File: config.mk
export PLATFORM = sky130hd
export DESIGN_NAME = instr_fetch_decode
export DESIGN_NICKNAME = d
export VERILOG_FILES = /design/src/rtl/proc_pkg.sv /design/src/rtl/instr_hold_buf.sv /design/src/rtl/instr_fetch_decode.sv
export SDC_FILE = /design/constraint.sdc
export NUM_CORES = 1
export LEC_CHECK = 0
export CORE_ASPECT_RATIO = 0.5
export CORE_UTILIZATION = 55
export CTS_CLUSTER_SIZE = 12
export DETAILED_ROUTE_END_ITERATION = 8
export GPL_ROUTABILITY_DRIVEN = 0
export PLACE_DENSITY = 0.83
export SETUP_SLACK_MARGIN = 0.05
export SYNTH_ARGS = -nofsm -noshare
export SYNTH_HDL_FRONTEND = slang
export SYNTH_SLANG_ARGS = --single-unit
File: constraint.sdc
create_clock -name clk -period 3.53 [get_ports clk]
set_input_delay 0.353 -clock clk [delete_from_list [all_inputs] [get_ports clk]]
set_output_delay 0.353 -clock clk [all_outputs]
set_load 0.05 [all_outputs]
File: src/rtl/proc_pkg.sv
// Shared processor definitions used by the fetch/decode stage and the execution unit:
// opcode values, instruction field bit positions and the fetch/decode FSM state type.
package proc_pkg;

    localparam logic [3:0] OP_ADD   = 4'h1;
    localparam logic [3:0] OP_LOAD  = 4'h4;
    localparam logic [3:0] OP_STORE = 4'h5;
    localparam logic [3:0] OP_HALT  = 4'hF;

    // Instruction layout: [15:12] opcode, [11:9] dest, [8:6] srcA, [5:3] srcB, [2:0] reserved
    localparam int OPC_MSB  = 15;
    localparam int OPC_LSB  = 12;
    localparam int DEST_MSB = 11;
    localparam int DEST_LSB = 9;
    localparam int SRCA_MSB = 8;
    localparam int SRCA_LSB = 6;
    localparam int SRCB_MSB = 5;
    localparam int SRCB_LSB = 3;
    localparam int RSVD_MSB = 2;

    typedef enum logic [1:0] {
        IDLE,
        RUN,
        DRAIN,
        HALT
    } ifd_state_t;

    // True when the instruction word carries the HALT opcode
    function automatic logic isHaltInstr(input logic [15:0] instr);
        return instr[OPC_MSB:OPC_LSB] == OP_HALT;
    endfunction

endpackage

File: src/rtl/instr_hold_buf.sv
// One-entry skid register for the fetch/decode stage. Catches a ROM response that
// arrives while the decoded outputs are stalled, together with the PC it was fetched from.
// A new push takes priority over a pop so an entry can be replaced in a single cycle.
module instr_hold_buf #(
    parameter int PC_W    = 8,
    parameter int INSTR_W = 16
) (
    input  logic               clk,
    input  logic               reset,
    input  logic               flush,
    input  logic               push,
    input  logic               pop,
    input  logic [INSTR_W-1:0] pushInstr,
    input  logic [PC_W-1:0]    pushPc,
    output logic               holdValid,
    output logic [INSTR_W-1:0] holdInstr,
    output logic [PC_W-1:0]    holdPc
);

    // Capture, replace, or release the single buffered instruction
    always_ff @(posedge clk or posedge reset) begin
        if (reset) begin
            holdValid <= 1'b0;
            holdInstr <= '0;
            holdPc    <= '0;
        end else if (flush) begin
            holdValid <= 1'b0;
        end else if (push) begin
            holdValid <= 1'b1;
            holdInstr <= pushInstr;
            holdPc    <= pushPc;
        end else if (pop) begin
            holdValid <= 1'b0;
        end
    end

endmodule

File: src/rtl/instr_fetch_decode.sv
// Fetch/decode front end feeding the execution unit. Issues reads to a synchronous
// instruction ROM (one cycle latency), decodes the returned word into register fields
// and holds them stable under downstream stall, using a one-entry skid buffer so no
// instruction is lost or duplicated. A HALT opcode drains the stage and parks it.
// Optional feature macro: IFD_REDIRECT_EN adds redirect_valid/redirect_pc for PC redirects.
module instr_fetch_decode #(
    parameter int              PC_W     = 8,
    parameter int              INSTR_W  = 16,
    parameter logic [PC_W-1:0] RESET_PC = '0
) (
    input  logic               clk,
    input  logic               reset,
    output logic               imem_req,
    output logic [PC_W-1:0]    imem_addr,
    input  logic [INSTR_W-1:0] imem_data,
    input  logic               stall,
`ifdef IFD_REDIRECT_EN
    input  logic               redirect_valid,
    input  logic [PC_W-1:0]    redirect_pc,
`endif
    output logic               dec_valid,
    output logic [3:0]         opcode,
    output logic [2:0]         dest_reg,
    output logic [2:0]         opAAdr,
    output logic [2:0]         opBAder,
    output logic [PC_W-1:0]    pc_out,
    output logic               halted
);

    import proc_pkg::*;

    localparam logic [PC_W-1:0] PC_ONE = 1;

    ifd_state_t         state;
    ifd_state_t         stateNext;
    logic [PC_W-1:0]    pc;
    logic [PC_W-1:0]    inFlightPc;
    logic               inFlight;
    logic               reqIssue;
    logic               loadOut;
    logic               srcValid;
    logic [INSTR_W-1:0] srcInstr;
    logic [PC_W-1:0]    srcPc;
    logic               haltLoad;
    logic               redirectNow;
    logic [PC_W-1:0]    redirectTarget;
    logic               holdValid;
    logic [INSTR_W-1:0] holdInstr;
    logic [PC_W-1:0]    holdPc;
    logic               holdPush;
    logic               holdPop;
    logic               holdFlush;
    logic               unusedRsvdBits;

`ifdef IFD_REDIRECT_EN
    assign redirectNow    = redirect_valid && (state != HALT);
    assign redirectTarget = redirect_pc;
`else
    assign redirectNow    = 1'b0;
    assign redirectTarget = '0;
`endif

    // The buffered word always wins over the ROM bus so program order is preserved
    assign loadOut  = !dec_valid || !stall;
    assign srcValid = holdValid || inFlight;
    assign srcInstr = holdValid ? holdInstr : imem_data;
    assign srcPc    = holdValid ? holdPc : inFlightPc;
    assign haltLoad = (state == RUN) && loadOut && srcValid && isHaltInstr(srcInstr);

    assign holdFlush = redirectNow || (state != RUN);
    assign holdPush  = (state == RUN) && inFlight && (!loadOut || holdValid);
    assign holdPop   = (state == RUN) && loadOut && holdValid;

    assign imem_req  = reqIssue;
    assign imem_addr = (state == RUN) ? pc : '0;

    assign unusedRsvdBits = ^srcInstr[RSVD_MSB:0];

    instr_hold_buf #(
        .PC_W    (PC_W),
        .INSTR_W (INSTR_W)
    ) u_holdBuf (
        .clk       (clk),
        .reset     (reset),
        .flush     (holdFlush),
        .push      (holdPush),
        .pop       (holdPop),
        .pushInstr (imem_data),
        .pushPc    (inFlightPc),
        .holdValid (holdValid),
        .holdInstr (holdInstr),
        .holdPc    (holdPc)
    );

    // FSM state register
    always_ff @(posedge clk or posedge reset) begin
        if (reset) begin
            state <= IDLE;
        end else begin
            state <= stateNext;
        end
    end

    // Next-state and fetch-request decision; fetch pauses while stalled or while the buffer is occupied
    always_comb begin
        stateNext = state;
        reqIssue  = 1'b0;
        case (state)
            IDLE: begin
                stateNext = RUN;
            end
            RUN: begin
                reqIssue = !stall && !holdValid;
                if (haltLoad) begin
                    stateNext = DRAIN;
                end
            end
            DRAIN: begin
                if (dec_valid && !stall) begin
                    stateNext = HALT;
                end
            end
            HALT: begin
                stateNext = HALT;
            end
            default: begin
                stateNext = IDLE;
            end
        endcase
        if (redirectNow) begin
            stateNext = RUN;
        end
    end

    // PC sequencing and in-flight tracking; a redirect drops whatever the ROM returns next
    always_ff @(posedge clk or posedge reset) begin
        if (reset) begin
            pc         <= RESET_PC;
            inFlight   <= 1'b0;
            inFlightPc <= '0;
        end else if (redirectNow) begin
            pc       <= redirectTarget;
            inFlight <= 1'b0;
        end else begin
            inFlight <= reqIssue;
            if (reqIssue) begin
                pc         <= pc + PC_ONE;
                inFlightPc <= pc;
            end
        end
    end

    // Decoded output registers plus the sticky halted flag
    always_ff @(posedge clk or posedge reset) begin
        if (reset) begin
            dec_valid <= 1'b0;
            opcode    <= '0;
            dest_reg  <= '0;
            opAAdr    <= '0;
            opBAder   <= '0;
            pc_out    <= '0;
            halted    <= 1'b0;
        end else if (redirectNow) begin
            dec_valid <= 1'b0;
        end else if (state == RUN && loadOut) begin
            dec_valid <= srcValid;
            if (srcValid) begin
                opcode   <= srcInstr[OPC_MSB:OPC_LSB];
                dest_reg <= srcInstr[DEST_MSB:DEST_LSB];
                opAAdr   <= srcInstr[SRCA_MSB:SRCA_LSB];
                opBAder  <= srcInstr[SRCB_MSB:SRCB_LSB];
                pc_out   <= srcPc;
            end
        end else if (state == DRAIN && dec_valid && !stall) begin
            dec_valid <= 1'b0;
            halted    <= 1'b1;
        end
    end

endmodule
==> metrics, run 1 <==
CTS Hold Bufs 0; r2r startpoint state[1]; maximum buffer depth of the clock tree 2; worst path cell trace nor2b_1 > and2_1 > clkdlybuf4s50_1; Mean Syn Cell Area roughly 13 µm²; drt pass-1 iters 5; post-route ant nets 0; first-pass GRT wire length 8666 µm; total negative slack 0 ns; Worst Path Required about 3.2 ns; startpoint types register; total CTS buffers 9; Synth Area in Adders less than 1%; largest net degree at the start of global routing 42; share of the synthesized area in the top cell type approximately three fifths; worst relative slew slack ~44%; Die Footprint about 5300 µm²; CP endpoint kind output pin; Area Overhead vs Synth 26.55%; critical path peak fanout 12; vias per cell ~5.2; Starting Density approximately three fifths; maximum VDD drop 0.4965 mV; compound-cell area share of the yosys netlist 5.926%; final hold violations 0; post-synthesis xor/xnor area fraction under 10%; Yosys top cell by area dfrtp_1; Place WS 1.119 ns; Tightest Hold Check Type reg2reg; clk sinks 64; largest cells by area after synthesis dfrtp_1, mux2_1, mux2i_1; worst-margin pin slew about 0.84 ns; WS Path Type reg2out; core area ~4600 µm²; R2R depth 5; status finished, final reports clean; GRT met3 Usage ~7.7%; Leak about 1.5 nW; YS warnings 0; commonest non-fill, non-tap cells in the layout dfrtp_1, clkdlybuf4s50_1, mux2_1; routed len/inst approximately 15 µm; crit path from state[1]; io pins 51; All-Layer GR Usage 22.74%; period utilization around four fifths; commonest non-fill, non-tap cell in the layout dfrtp_1; Post-Synthesis Cells 216; Cell variety after synth 28; slowest stage delay, CP around 0.81 ns; max FFs per register 13; Root Buffer clkbuf_8; dpl hpwl ~3400 µm; global route overflow 0; clk_skew between 0.008 and 0.009 ns; CP endpoint imem_addr[6]; final setup vio count 0; met2 usage a little under two fifths; part of the Yosys area used for sequential elements roughly 60%; die span in x between 100 and 150 µm; Max-cap violations 0; Mapped Area between 2000 and 3000 µm²; largest family of logic cells by synthesized area multiplexers; drc violations 0; Top Usage Layer GRT met2; share of cells above drive strength 1 about 8.4%; worst-skew pair later-pin latency between 0.3 and 0.4 ns; Worst Path Arrival ~2.5 ns; Synth Register Bits between 60 and 70; Die Height 51.76 µm; reg2reg end u_holdBuf.holdInstr[8]; setup bufs post-CTS 0; setup ws final 0.7143 ns; Reg clk slew, reported paths approximately 0.06 ns; CTS H-tree depth 3; multiplexer share of the synthesized area between 10% and 20%; initial antenna violation count 0; vias in the first global route approximately 1900; Rows 17; # resized after CTS 0; final wirelength 5073 µm; CTS tree yes; register with the most flip-flops u_holdBuf.holdInstr; Post-layout nets 288; R2R Setup Slk roughly 1.1 ns; shortest period the worst path allows roughly 2.8 ns; number of diodes 0; simple-gate area share of the yosys netlist under 10%; unrepaired setup endpoints after global routing no; Peak Freq about 0.36 GHz; PortBufs between 40 and 50; vias post-DR around 1800; Critical-path top delay cell clkdlybuf4s50_1; syn_nets 236; pwr/cell area between 1000 and 1500 nW/µm²; fin. max-slew vios 0; Iter 0 DRT Violations 48; M1 GR Usage between 20 and 30%
==> kinds of logic (layout without fill, tap and decap cells) <==
group | after synthesis | in the layout
xor+xnor | 7 | 7
mux | 50 | 50
fa+ha+maj | 1 | 1
flops | 64 | 64
simple gates | 51 | 51
compound gates | 29 | 29
buf+inv | 14 | 71
==> cell usage after synthesis <==
cell type / count
xor2_1: 2
nand4_1: 4
mux2_1: 30
or2_1: 1
a21boi_1: 1
ha_1: 1
nor4b_4: 1
nor2b_1: 3
buf_4: 2
nor2_1: 24
buf_6: 2
nand3_1: 3
nand2_1: 4
nand2b_1: 1
and4_1: 1
dfrtp_1: 64
a41o_1: 1
mux2i_1: 20
and2_1: 8
buf_2: 7
o211a_1: 1
a21oi_1: 24
and3_1: 1
xnor2_1: 5
a31o_1: 1
inv_1: 2
clkbuf_1: 1
o21ai_0: 1
==> power by group <==
group	leakage (nW)	switching (mW)	internal, mW
Clock	0.103	0.260	0.363
Sequential	0.770	0.232	1.05
Combinational	0.603	0.964	0.579
Total	1.48	1.46	1.99
==> how the worst min path moves through the flow <==
stage	slack, ns	end	start	cells after the start
floorplan	0.45	pc[7]	pc[7]	1
global placement	0.47	u_holdBuf.holdInstr[8]	u_holdBuf.holdInstr[8]	1
detailed placement	0.48	u_holdBuf.holdInstr[9]	u_holdBuf.holdInstr[9]	1
CTS	0.49	u_holdBuf.holdPc[1]	u_holdBuf.holdPc[1]	1
global route	0.51	u_holdBuf.holdPc[1]	u_holdBuf.holdPc[1]	1
finish	0.49	u_holdBuf.holdInstr[7]	u_holdBuf.holdInstr[7]	1
==> layout make-up <==
class	count	area, µm²
sequential	64	1602
fill	312	1126
multi-input combinational	138	1041
timing repair buffer	53	515.5
clock buffer	13	158.9
tap	66	82.58
clock inverter	3	40.04
inverter	2	7.507
==> routing by layer <==
layer  vias up  wire, µm
met4         0        72
met3         8       201
li1        856         -
met2        33      2483
met1       877      2315
met5         -         0
==> stage by stage <==
stage	utilization [%]	area [µm²]	instances	power [mW]	hold slack (ns)
final	75.38	3447	339	3.449	0.4870
after floorplan	-	2724	216	2.349	0.4511
after global placement	71.03	3248	323	2.781	0.4663
after detailed placement	71.03	3248	323	2.844	0.4763
after global routing	75.38	3447	339	3.653	0.5112
after CTS	75.38	3447	339	3.476	0.4911
==> worst max-delay path, delay by kind of cell, from the launching register on <==
kind | cells | cell delay (ns)
flops | 1 | 0.43
buf+inv | 1 | 0.81
simple gates | 2 | 0.89
Power figures use the tool's default switching activity.
==> run 2, diff against run 1 <==
--- a/config.mk
+++ b/config.mk
@@ -6,11 +6,11 @@
 export NUM_CORES = 1
 export LEC_CHECK = 0
 export CORE_ASPECT_RATIO = 0.5
-export CORE_UTILIZATION = 55
+export CORE_UTILIZATION = 46
 export CTS_CLUSTER_SIZE = 12
 export DETAILED_ROUTE_END_ITERATION = 8
 export GPL_ROUTABILITY_DRIVEN = 0
-export PLACE_DENSITY = 0.83
+export PLACE_DENSITY = 0.74
 export SETUP_SLACK_MARGIN = 0.05
 export SYNTH_ARGS = -nofsm -noshare
 export SYNTH_HDL_FRONTEND = slang
==> constraint.sdc (replaced) <==
create_clock -name clk -period 2.5 [get_ports clk]
set_input_delay 0.25 -clock clk [delete_from_list [all_inputs] [get_ports clk]]
set_output_delay 0.25 -clock clk [all_outputs]
set_load 0.05 [all_outputs]
==> metrics, run 2 (same netlist as run 1, synthesis figures left out) <==
status finished, final reports clean (unchanged); shortest period the worst path allows 1.839 ns; CP bufs+invs 1 (unchanged); io pins 51 (unchanged); routed len/inst 14.86 µm (was 14.96 µm); CTS Hold Bufs 0 (unchanged); CTS H-tree depth 3 (unchanged); Rows 19 (was 17); drc violations 0 (unchanged); dpl hpwl 3491 µm (was 3431 µm); Die Footprint 6252 µm² (was 5255 µm²); number of diodes 0 (unchanged); critical path peak fanout 7 (was 12); global route overflow 0 (unchanged); maximum buffer depth of the clock tree 2 (unchanged); Finished Layout Cells 347 (was 339); maximum VDD drop 0.7861 mV (was 0.4965 mV); Leak 1.534 nW (was 1.476 nW); Peak Freq 0.5438 GHz; final wirelength 5155 µm (was 5073 µm); unrepaired setup endpoints after global routing no (unchanged); Worst Path Arrival 1.59 ns (was 2.46 ns); slowest stage delay, CP 0.84 ns (was 0.81 ns); Max-cap violations 0 (unchanged); cell family with most CP delay buffers and inverters (was simple AND/OR/NAND/NOR gates); vias per cell 5.161 (was 5.233); die span in x 110.8 µm (was 101.5 µm); first-pass GRT wire length 8956 µm (was 8666 µm); total negative slack 0 ns (unchanged); Root Buffer clkbuf_16 (was clkbuf_8); total CTS buffers 9 (unchanged); register with the most flip-flops u_holdBuf.holdInstr (unchanged); pwr/cell area 1433 nW/µm² (was 1001 nW/µm²); setup bufs post-CTS 0 (unchanged); fin. max-slew vios 0 (unchanged); vias in the first global route 1900 (was 1850); worst path cell trace clkdlybuf4s50_1 (was nor2b_1 > and2_1 > clkdlybuf4s50_1); commonest non-fill, non-tap cell in the layout dfrtp_1 (unchanged); Worst Path Required 2.25 ns (was 3.18 ns); PortBufs 47 (unchanged); Die Height 56.41 µm (was 51.76 µm); All-Layer GR Usage 19.05% (was 22.74%); Reg clk slew, reported paths 0.05 ns (was 0.06 ns); period utilization between 70% and 80%; Area Overhead vs Synth 29.21% (was 26.55%); clk_skew 0.005954 ns (was 0.008303 ns); CP endpoint kind output pin (unchanged); vias post-DR 1791 (was 1774); share of cells above drive strength 1 12.04% (was 8.425%); largest net degree at the start of global routing 28 (was 42); Iter 0 DRT Violations 29 (was 48); Fillers 457 (was 312); DP Cell Count 334 (was 323); clk sinks 64 (unchanged); post-route ant nets 0 (unchanged); core area 5587 µm² (was 4573 µm²); Post-layout nets 292 (was 288); worst-margin pin slew 0.5091 ns (was 0.8352 ns); Starting Density 48.76% (was 59.56%); WS Path Type reg2out (unchanged); initial antenna violation count 0 (unchanged); drt pass-1 iters 4 (was 5); Tightest Hold Check Type in2async (was reg2reg); CTS tree yes (unchanged); final setup vio count 0 (unchanged); Critical-path top delay cell clkdlybuf4s50_1 (unchanged); worst relative slew slack 66.01% (was 44.24%); commonest non-fill, non-tap cells in the layout dfrtp_1, clkdlybuf4s50_1, mux2_1 (unchanged); worst-skew pair later-pin latency 0.32 ns (was 0.34 ns); max FFs per register 13 (unchanged); # resized after CTS 0 (unchanged); startpoint types register (unchanged); final hold violations 0 (unchanged)
## run 2: area by class of cell
class / instances / area (µm²) / share of cell area [%]
repair buffers: 57 / 535.5 / 15.22
multi-input cells: 138 / 1041 / 29.58
clock buffers: 11 / 232.7 / 6.612
well taps: 73 / 91.34 / 2.595
clock inverters: 2 / 10.01 / 0.2844
flip-flops and latches: 64 / 1602 / 45.50
inverters: 2 / 7.507 / 0.2133
## run 2: per-layer routing
| metal | track usage, % | vias up | share of wire (%) |
|---|---|---|---|
| met5 | 0 | - | 0 |
| met4 | 8.381 | 0 | 1.5 |
| met3 | 6.048 | 7 | 3.7 |
| met2 | 32.92 | 36 | 51 |
| met1 | 22.14 | 890 | 44 |
| li1 | - | 858 | - |
## run 2: worst paths after layout
| kind | slack [ns] | from | cells past startpoint | end |
|---|---|---|---|---|
| worst max-delay path | 0.66 | dec_valid | 1 | dec_valid |
| worst min-delay path | 0.29 | reset | 2 | u_holdBuf.holdInstr[6] |
| worst max register to register | 0.86 | u_holdBuf.holdValid | 5 | opBAder[2] |
| worst min register to register | 0.47 | halted | 1 | halted |
| max in group asynchronous | 1.48 | reset | 3 | pc_out[6] |
| min in group clk | 0.47 | halted | 1 | halted |
## run 2: metrics by stage
stage / power [mW] / cell area, µm² / util [%] / setup WS [ns] / hold WS [ns]
after floorplan: 3.317 / 2724 / - / 0.6519 / 0.3847
after global placement: 3.963 / 3277 / 58.66 / 0.5987 / 0.4541
after detailed placement: 4.037 / 3277 / 58.66 / 0.5558 / 0.4574
after CTS: 5.116 / 3520 / 63.00 / 0.6445 / 0.2949
after global routing: 5.354 / 3520 / 63.00 / 0.6047 / 0.3357
final: 5.044 / 3520 / 63.00 / 0.6609 / 0.2907
## run 2: report_power, final
part / leakage [nW] / total (mW) / switching, mW / internal (mW)
Combinational: 0.643 / 2.22 / 1.38 / 0.837
Clock: 0.121 / 1.03 / 0.385 / 0.648
Sequential: 0.770 / 1.79 / 0.305 / 1.49
## run 2: worst register-to-register path, delay by kind of cell, from the launching register on
family                 cells  cell delay [ns]
AO/OA/AOI/OAI              2             0.51
buffers and inverters      2             0.58
flip-flops                 1             0.41
AND/OR/NAND/NOR            1             0.06
